`config.mk`:
```
export PLATFORM = sky130hd
export DESIGN_NAME = pdm_modulator_flat
export DESIGN_NICKNAME = d
export VERILOG_FILES = /design/src/rtl/pdm_modulator_if.sv /design/src/rtl/pdm_modulator.sv /design/src/flat_wrapper.sv
export SDC_FILE = /design/constraint.sdc
export NUM_CORES = 1
export LEC_CHECK = 0
export BUFFER_PORTS_ARGS = -buffer_cell sky130_fd_sc_hd__buf_2
export CORE_AREA = 2 2 39 41
export DETAILED_ROUTE_END_ITERATION = 16
export DIE_AREA = 0 0 41 43
export GPL_TIMING_DRIVEN = 0
export PLACE_DENSITY = 0.47
export SYNTH_ARGS = -nofsm -noshare
export SYNTH_HDL_FRONTEND = slang
export SYNTH_SLANG_ARGS = --single-unit
```
`constraint.sdc`:
```
create_clock -name clk -period 2.4 [get_ports clk]
set_input_delay 0.12 -clock clk [delete_from_list [all_inputs] [get_ports clk]]
set_output_delay 0.12 -clock clk [all_outputs]
set_load 0.02 [all_outputs]
```
`src/rtl/pdm_modulator_if.sv`:
```
// Sample/DAC-code bundle for the PDM modulator, plus a read-only view of the residue.
interface pdm_modulator_if #(
    parameter int INPUT_WIDTH  = 5,
    parameter int OUTPUT_WIDTH = 2
);
    logic [INPUT_WIDTH-1:0]              sample;
    logic [OUTPUT_WIDTH-1:0]             dac_out;
    logic [INPUT_WIDTH-OUTPUT_WIDTH-1:0] err_dbg;

    // There is no valid/ready: sample is consumed on every rising edge and
    // dac_out is a new registered code on every rising edge.
    modport master (output sample, input dac_out, input err_dbg);
    modport slave  (input sample, output dac_out, output err_dbg);
endinterface

```
`src/rtl/pdm_modulator.sv`:
```
// First-order multi-bit sigma-delta requantizer: wide unsigned PCM in, narrow
// DAC code out, with the dropped fraction carried forward in a residue register.
module pdm_modulator #(
    parameter int INPUT_WIDTH  = 5,
    parameter int OUTPUT_WIDTH = 2
) (
    input  logic            clk,
    input  logic            reset,
    pdm_modulator_if.slave  bus
);
    localparam int L = INPUT_WIDTH - OUTPUT_WIDTH;

    generate
        if (OUTPUT_WIDTH < 1 || OUTPUT_WIDTH >= INPUT_WIDTH) begin : g_bad_widths
            $error("pdm_modulator: need 1 <= OUTPUT_WIDTH < INPUT_WIDTH");
        end
    endgenerate

    logic [INPUT_WIDTH:0]    sum;
    logic [OUTPUT_WIDTH-1:0] dac_d, dac_q;
    logic [L-1:0]            err_d, err_q;

    // One spare bit so sample + residue never wraps; that bit flags saturation.
    always_comb begin
        sum   = {1'b0, bus.sample} + {{(OUTPUT_WIDTH + 1){1'b0}}, err_q};
        dac_d = sum[INPUT_WIDTH-1:L];
        err_d = sum[L-1:0];
        if (sum[INPUT_WIDTH]) begin
            dac_d = '1;
            err_d = '1;
        end
    end

    always_ff @(posedge clk) begin
        if (!reset) begin
            dac_q <= '0;
            err_q <= '0;
        end else begin
            dac_q <= dac_d;
            err_q <= err_d;
        end
    end

    assign bus.dac_out = dac_q;
    assign bus.err_dbg = err_q;
endmodule

```
`src/flat_wrapper.sv`:
```
// flat-port wrapper written by rule: the top's interface ports become plain ports
module pdm_modulator_flat 
#(
    parameter int INPUT_WIDTH  = 5,
    parameter int OUTPUT_WIDTH = 2
)
  (clk, reset, bus_sample, bus_dac_out, bus_err_dbg);
  pdm_modulator_if #(.INPUT_WIDTH(INPUT_WIDTH), .OUTPUT_WIDTH(OUTPUT_WIDTH)) bus_i ();
  input  logic clk;
  input  logic reset;
  input wire logic [$bits(bus_i.sample)-1:0] bus_sample;
  output wire logic [$bits(bus_i.dac_out)-1:0] bus_dac_out;
  output wire logic [$bits(bus_i.err_dbg)-1:0] bus_err_dbg;
  assign bus_i.sample = bus_sample;
  assign bus_dac_out = bus_i.dac_out;
  assign bus_err_dbg = bus_i.err_dbg;
  pdm_modulator #(.INPUT_WIDTH(INPUT_WIDTH), .OUTPUT_WIDTH(OUTPUT_WIDTH)) u_core (.clk(clk), .reset(reset), .bus(bus_i));
endmodule
```
==> results.ini, run 1 <==
[sta]
slew_headroom_pct=79.61
finalSetupTns_ps=0
hold_viol=0
rsz0062_at_grt=no
skew_ps=7.075
whs_ps=146.7
fin_crit_ps=1440
max_freq_ghz=0.6943
fin_crit_sh_pct=60.01
setup_slack_ps=959.7
maxSlewViolCount=0
worstMarginPinSlew_ps=305.9
setup-violations-final=0

[floorplanning]
start_util_pct=20.43
die_y_um=43
core-area_um2=1384
die_w_um=41
rows=14
die_area_um2=1763
num_io_pins=12

[synthesis]
netlist_area_um2=282.8
yosysWarnings=0
netlist-cell-type-count=15
synth_ff_type=dfxtp_1
syn_avg_cell_area_um2=9.751
synth_seq_cells=5
synth_common_cells=dfxtp_1, a21oi_1, ha_1, o21a_1
synth_most_common_cell=dfxtp_1
yosys.area.top_type=dfxtp_1
netlist_top_cells_area=dfxtp_1, ha_1, o21a_1, a21oi_1, fa_1
synth-edff-count=0
synth-async-reset-ratio_pct=0
yosysSeqAreaShare_pct=35.40
synthCells=29
syn-num-nets=40
synth_top_area_share_pct=35.40

[worst_hold_path]
min_path_type=input pin to flop

[placement]
port_buffers=11
gp_congestion=0.7929
pre_cts_slack_ps=975.7
dp_hpwl_um=479.2
place_inst=56

[power_and_ir_drop]
p_leak_nw=0.1811
power_mw=0.3241
peakVddDrop_v=0.0003138
cellPowerDensity_nw_per_um2=843.8

[cts]
root_buffer=clkbuf_4
cts_tree=yes
h-tree-depth=1
cts-resized-gates=0
numCtsBuffers=3
clock_path_buffers=2
cts_setup_buffers=0
cts_hold_buf=0
clk_pin_slew_worst_paths_ps=50
cts_sinks=5
clk_latency_ps=250

[job]
max-cap-violations=0

[critical_path]
critPathLaunchType=flop
cp.required_ps=2550
slowest_delay_ps=310
crit_type=flop to flop
cp_max_fo=7
arrival_ps=1590
crit_path_end_kind=flop
slowest_stage=dfxtp_1
cp_cell_sequence=ha_1 -> clkbuf_2 -> a21oi_1 -> a21oi_1 -> o21a_1
crit_top_cell=a21oi_1

[global_route]
grt_pass1_vias=250
grt_max_degree=8
gr-total-overflow=0
antenna_found_initial=0
track_usage_pct=9.155
grt_pass1_wl_um=993

[cells_and_area]
nets=56
antennaDiodeCount=0
instances_no_fill=60
fillers=156
layout-drive-gt1-share_pct=36.36
synthToLayoutAreaGrowth_pct=35.84

[detailed_routing]
dr.pass1.iters=4
first_iter_violations=5
ant_nets=0
drt-wirelength-per-cell_um=10.63
drt-total-wl_um=638
routed_via_density=4.533
vias=272
drc=0

[outcome]
outcome=complete, no violations

[worst paths after layout]
path                                             from                    end  slack, ps  cells past startpoint
worst min register to register  u_core.bus.err_dbg[0]  u_core.bus.err_dbg[0]        590                      2
worst min-delay path                            reset  u_core.bus.err_dbg[1]        150                      2
worst max-delay path            u_core.bus.err_dbg[2]  u_core.bus.err_dbg[2]        960                      5
worst max register to register  u_core.bus.err_dbg[2]  u_core.bus.err_dbg[2]        960                      5
[layer usage]
| metal | GRT usage (%) | wire length (um) | vias up |
|---|---|---|---|
| li1 | - | - | 138 |
| met1 | 12.30 | 301 | 112 |
| met2 | 9.688 | 230 | 17 |
| met3 | 3.665 | 73 | 5 |
| met4 | 10.00 | 33 | 0 |
| met5 | 0 | 0 | - |
[sequential cells by signal (all words and copies together), names as in the netlist]
signal,count
u_core.bus.err_dbg,3
u_core.bus.dac_out,2
[where the power goes]
part,leakage (nW),total [mW],internal [mW],switching [mW]
clock,0.0150,0.104,0.0632,0.0408
sequential,0.0417,0.106,0.0986,0.00787
combinational,0.124,0.114,0.0456,0.0679
total,0.181,0.324,0.207,0.117
[cell families after synthesis]
family	Yosys count	share of synthesized area (%)
compound gates	12	29.20
simple gates	6	10.18
flops	5	35.40
fa+ha+maj	4	20.36
xor+xnor	1	3.098
buf+inv	1	1.768
[final cells by class]
cell class | count | area, um2 | area share [%]
Sequential cell | 5 | 100.1 | 26.06
Multi-Input combinational cell | 23 | 177.7 | 46.25
Buffer | 1 | 5.005 | 1.303
Clock buffer | 4 | 26.28 | 6.840
Timing Repair Buffer | 11 | 55.05 | 14.33
Tap cell | 16 | 20.02 | 5.212
[layout by cell type, fill, tap and decap left out, drive strengths merged]
master / n
nand2: 2
clkbuf: 5
ha: 3
nand3: 2
fa: 1
a21oi: 4
o21a: 3
nand2b: 1
xor2: 1
dfxtp: 5
o21ai: 2
nor3: 1
a211oi: 1
buf: 11
a2111oi: 1
a21o: 1
[critical path: cells and delay by family, from the launching register on]
family	cells	cell delay [ps]
compound gates	3	580
fa+ha+maj	1	280
flops	1	310
buf+inv	1	170
[metrics by stage]
| stage | utilization [%] | area [um2] |
|---|---|---|
| after CTS | 27.76 | 384.1 |
| after global routing | 27.76 | 384.1 |
| after detailed placement | 25.86 | 357.8 |
| final | 27.76 | 384.1 |
| after global placement | 25.86 | 357.8 |
| after floorplan | - | 282.8 |
Power figures use the tool's default switching activity.
==> run 2: changes to the inputs <==
PLACE_DENSITY = 0.48   (was 0.47)
clock period = 1.3 ns   (was 2.4 ns; I/O delays follow)
==> results.ini, run 2 (synthesized netlist as in run 1, its figures left out) <==
[worst_hold_path]
min_path_type=input pin to flop

[detailed_routing]
dr.pass1.iters=4  ; unchanged
ant_nets=0  ; unchanged
first_iter_violations=8  ; +3
drc=0  ; unchanged
routed_via_density=4.567  ; +0.74%
vias=274  ; +0.74%
drt-wirelength-per-cell_um=10.87  ; +2.2%
drt-total-wl_um=652  ; +2.2%

[sta]
setup-violations-final=0  ; unchanged
worstMarginPinSlew_ps=232.5  ; -73.32 ps
maxSlewViolCount=0  ; unchanged
hold_viol=0  ; unchanged
max_freq_ghz=0.7701  ; +11%
setup_slack_ps=1.422  ; -958.3 ps
fin_crit_sh_pct=99.89  ; +40 points
rsz0062_at_grt=yes
fin_crit_ps=1299  ; -141.7 ps
skew_ps=2.418  ; -4.657 ps
slew_headroom_pct=84.50  ; +4.9 points

[placement]
pre_cts_slack_ps=-22.72  ; -998.5 ps
port_buffers=11  ; unchanged
gp_congestion=0.7243  ; -8.7%
dp_hpwl_um=542.6  ; +13%

[power_and_ir_drop]
power_mw=0.6655  ; +110%
combPwrFrac_pct=41.3  ; +6.3 points
clkPwrFrac_pct=26.7  ; -5.4 points
power_frac_seq_pct=32.0  ; -0.9 points
internal_power_mw=0.4330  ; +110%
switchingPower_mw=0.2325  ; +99%
peakVddDrop_v=0.0006855  ; +120%
swShare_pct=34.94  ; -1.0 points
cellPowerDensity_nw_per_um2=1441  ; +71%
p_leak_nw=0.1825  ; +0.79%

[cells_and_area]
layout_commonest_cell=buf_2
layout_common_cells=buf_2, o21a_1, ha_4, clkbuf_4
antennaDiodeCount=0  ; unchanged
nets=56  ; unchanged
synthToLayoutAreaGrowth_pct=63.27
fillers=143  ; -8.3%
largest_register_ffs=3  ; unchanged
layout-drive-gt1-share_pct=56.82  ; +20 points

[cts]
numCtsBuffers=3  ; unchanged
cts_tree=yes
cts_hold_buf=0  ; unchanged
root_buffer=clkbuf_4
clock_path_buffers=2  ; unchanged
cts_sinks=5  ; unchanged
clk_pin_slew_worst_paths_ps=40  ; about the same
clk_latency_ps=240  ; about the same
h-tree-depth=1  ; unchanged

[global_route]
grt_pass1_vias=269  ; +7.6%
grt_max_degree=8  ; unchanged
grt_pass1_wl_um=1069  ; +7.7%
antenna_found_initial=0  ; unchanged
track_usage_pct=9.146  ; -0.0092 points
gr-total-overflow=0  ; unchanged

[floorplanning]
die_area_um2=1763  ; unchanged
num_io_pins=12  ; unchanged
core-area_um2=1384  ; unchanged
die_y_um=43  ; unchanged
start_util_pct=20.43  ; unchanged
rows=14  ; unchanged
die_w_um=41  ; unchanged

[critical_path]
crit_type=flop to flop
slowest_delay_ps=370  ; +60 ps
crit_path_end_kind=flop
slowest_stage=fa_2
cp_cell_sequence=ha_4 -> fa_2 -> xor2_1 -> o21a_1
critPathLaunchType=flop
arrival_ps=1430  ; -160 ps
cp_max_fo=3  ; -4
cp.required_ps=1430  ; -1120 ps

[job]
max-cap-violations=0  ; unchanged

[outcome]
outcome=complete, no violations

-- run 2: timing repair --
item                       in CTS  in global routing
setup buffers                   0                  0
resized for setup               0                  1
pin swaps                       1                  0
setup endpoints to repair       2                  2
-- run 2: critical path: cells and delay by family, from the launching register on --
kind	cells	cell delay [ps]
XOR/XNOR	1	160
flip-flops	1	340
AO/OA/AOI/OAI	1	160
adder cells (fa/ha/maj)	2	530
-- run 2: power groups by stage --
stage / Sequential [mW] / Clock, mW / Combinational [mW]
floorplan: 0.252 / 0 / 0.157
global placement: 0.215 / 0 / 0.259
detailed placement: 0.216 / 0 / 0.268
CTS: 0.214 / 0.181 / 0.268
global route: 0.218 / 0.193 / 0.302
finish: 0.213 / 0.178 / 0.275
-- run 2: layer usage --
layer,part of all wire [%],global-route usage [%],routed length [um],vias to the layer above
met5,0,0,0,-
met4,0,6.000,0,0
met3,4.1,3.141,27,0
met2,57,14.06,369,6
met1,39,10.00,255,130
li1,-,-,-,138
-- run 2: stage by stage --
step	cells	area, um2	utilization [%]	setup TNS (ps)	hold WS, ps
floorplan	29	347.8	-	-0.3992	181.9
global placement	56	422.9	30.56	-18.61	344.4
detailed placement	56	422.9	30.56	-39.59	339.4
CTS	60	449.2	32.46	-11.63	88.27
global route	60	461.7	33.36	-91.24	97.83
finish	60	461.7	33.36	0	90.87
-- run 2: final timing paths --
| kind | startpoint | end | slack [ps] | cells past startpoint |
|---|---|---|---|---|
| min | reset | u_core.bus.err_dbg[1] | 90 | 2 |
| max | u_core.bus.err_dbg[0] | u_core.bus.err_dbg[2] | 1 | 4 |
| max reg2reg | u_core.bus.err_dbg[0] | u_core.bus.err_dbg[2] | 1 | 4 |
| min reg2reg | u_core.bus.err_dbg[0] | u_core.bus.err_dbg[0] | 590 | 2 |
-- run 2: layout make-up --
class | instances | area [um2] | area share (%)
sequential | 5 | 108.9 | 23.58
timing repair buffer | 11 | 55.05 | 11.92
buffer | 1 | 13.76 | 2.981
multi-input combinational | 23 | 237.7 | 51.49
clock buffer | 4 | 26.28 | 5.691
tap | 16 | 20.02 | 4.336
==> run 3: changes to the inputs <==
PLACE_DENSITY = 0.47   (was 0.48)
clock period = 1.45 ns   (was 1.3 ns; I/O delays follow)
==> results.ini, run 3 (synthesized netlist as in run 1, its figures left out) <==
[outcome]
outcome=complete, no violations

[detailed_routing]
drc=0  ; unchanged
drt-total-wl_um=608  ; -6.7%
drt-wirelength-per-cell_um=10.13  ; -6.7%
met2WireLength_um=224  ; -39%
vias=273  ; -0.36%
wl_met3_um=69  ; +160%
dr.pass1.iters=2  ; -2
ant_nets=0  ; unchanged
routed_via_density=4.550  ; -0.36%
wl_met1_um=295  ; +16%
first_iter_violations=6  ; -2
routed.top_layer=met4

[critical_path]
cp_max_fo=3  ; unchanged
arrival_ps=1500  ; +70 ps
cp.required_ps=1580  ; +150 ps
crit_path_end_kind=flop
critPathLaunchType=flop
slowest_delay_ps=340  ; -30 ps
cp_cell_sequence=ha_1 -> a21o_1 -> a2111oi_4 -> nor3_1
slowest_stage=a2111oi_4
crit_type=flop to flop

[cells_and_area]
utilization_pct=29.48  ; -3.9 points
nets=56  ; unchanged
fin_area_um2=407.9  ; -12%
layout-drive-gt1-share_pct=45.45  ; -11 points
antennaDiodeCount=0  ; unchanged
fillers=157  ; +9.8%
layout_common_cells=buf_2, dfxtp_1, o21a_1, ha_1, clkbuf_4
synthToLayoutAreaGrowth_pct=44.25
instances_no_fill=60  ; unchanged
layout_commonest_cell=buf_2
largest_register_ffs=3  ; unchanged

[power_and_ir_drop]
p_leak_nw=0.1802  ; -1.3%
peakVddDrop_v=0.0005265  ; -23%
cellPowerDensity_nw_per_um2=1351  ; -6.3%

[placement]
port_buffers=11  ; unchanged
place_inst=56  ; unchanged
gp_congestion=0.7612  ; +5.1%
placed_cell_area_um2=361.6  ; -14%

[sta]
fin_crit_sh_pct=94.51  ; -5.4 points
finalSetupTns_ps=0  ; unchanged
skew_ps=3.610  ; +1.192 ps
slew_headroom_pct=83.99  ; -0.51 points
worstMarginPinSlew_ps=240.2  ; +7.650 ps
fin_crit_ps=1370  ; +71.86 ps
hold_viol=0  ; unchanged
setup-violations-final=0  ; unchanged
maxSlewViolCount=0  ; unchanged
whs_ps=104.1  ; +13.18 ps
max_freq_ghz=0.7297  ; -5.2%

[cts]
numCtsBuffers=3  ; unchanged
cts_sinks=5  ; unchanged
clock_path_buffers=2  ; unchanged
cts_tree=yes
cts_hold_buf=0  ; unchanged
clk_latency_ps=250  ; about the same
root_buffer=clkbuf_4
h-tree-depth=1  ; unchanged
clk_pin_slew_worst_paths_ps=50  ; about the same

[worst_hold_path]
min_path_type=input pin to flop

[floorplanning]
num_io_pins=12  ; unchanged
core-area_um2=1384  ; unchanged
rows=14  ; unchanged
die_w_um=41  ; unchanged
die_area_um2=1763  ; unchanged
start_util_pct=20.43  ; unchanged
die_y_um=43  ; unchanged

[global_route]
antenna_found_initial=0  ; unchanged
grt_max_degree=8  ; unchanged
grt_pass1_vias=239  ; -11%
grt_pass1_wl_um=910  ; -15%
gr-total-overflow=0  ; unchanged
track_usage_pct=8.652  ; -0.49 points

[job]
max-cap-violations=0  ; unchanged

[run 3: cell count changes in the layout (fill, tap and decap cells not counted), sizes merged]
cell	before	now
buf	11	12
clkbuf	5	4
[run 3: final cells by class]
type	count	area, um2	area share, %
multi-input cells	23	200.2	49.08
flip-flops and latches	5	101.3	24.85
repair buffers	11	55.05	13.50
well taps	16	20.02	4.908
clock buffers	4	26.28	6.442
plain buffers	1	5.005	1.227
[run 3: path summary, 6_finish.rpt]
kind / from / end / slack [ps] / cells past startpoint
max: u_core.bus.err_dbg[1] / u_core.bus.dac_out[1] / 80 / 4
min: reset / u_core.bus.err_dbg[1] / 100 / 2
max reg2reg: u_core.bus.err_dbg[1] / u_core.bus.dac_out[1] / 80 / 4
min reg2reg: u_core.bus.err_dbg[0] / u_core.bus.err_dbg[0] / 580 / 2
[run 3: metal layers]
layer,vias to the layer above,GRT usage [%]
li1,140,-
met1,119,10.68
met2,12,8.750
met3,2,6.806
met4,0,8.000
met5,-,0
[run 3: worst max-delay path: cells and delay by family, from the launching register on]
kind                       cells  cell delay [ps]
AOI/OAI and AO/OA              2              540
adders and majority gates      1              310
DFF                            1              330
and+or+nand+nor                1               70
[run 3: report_power, final]
part | switching [mW] | total (mW) | leakage, nW | internal [mW]
clock network | 0.0644 | 0.169 | 0.0150 | 0.105
logic | 0.122 | 0.204 | 0.123 | 0.0815
registers | 0.0137 | 0.178 | 0.0420 | 0.165
[run 3: what timing repair did]
action                                 CTS  global route
setup buffers                            0             0
gates resized for setup                  0             4
setup endpoints to repair                0             4
endpoints found under the hold margin    0             0
[run 3: through the flow]
stage / worst slack, ps / total power [mW]
floorplan: 33.76 / 0.3161
CTS: 25.80 / 0.5445
global placement: 30.26 / 0.3691
finish: 79.56 / 0.5512
global route: -3.069 / 0.6062
detailed placement: 33.72 / 0.3687
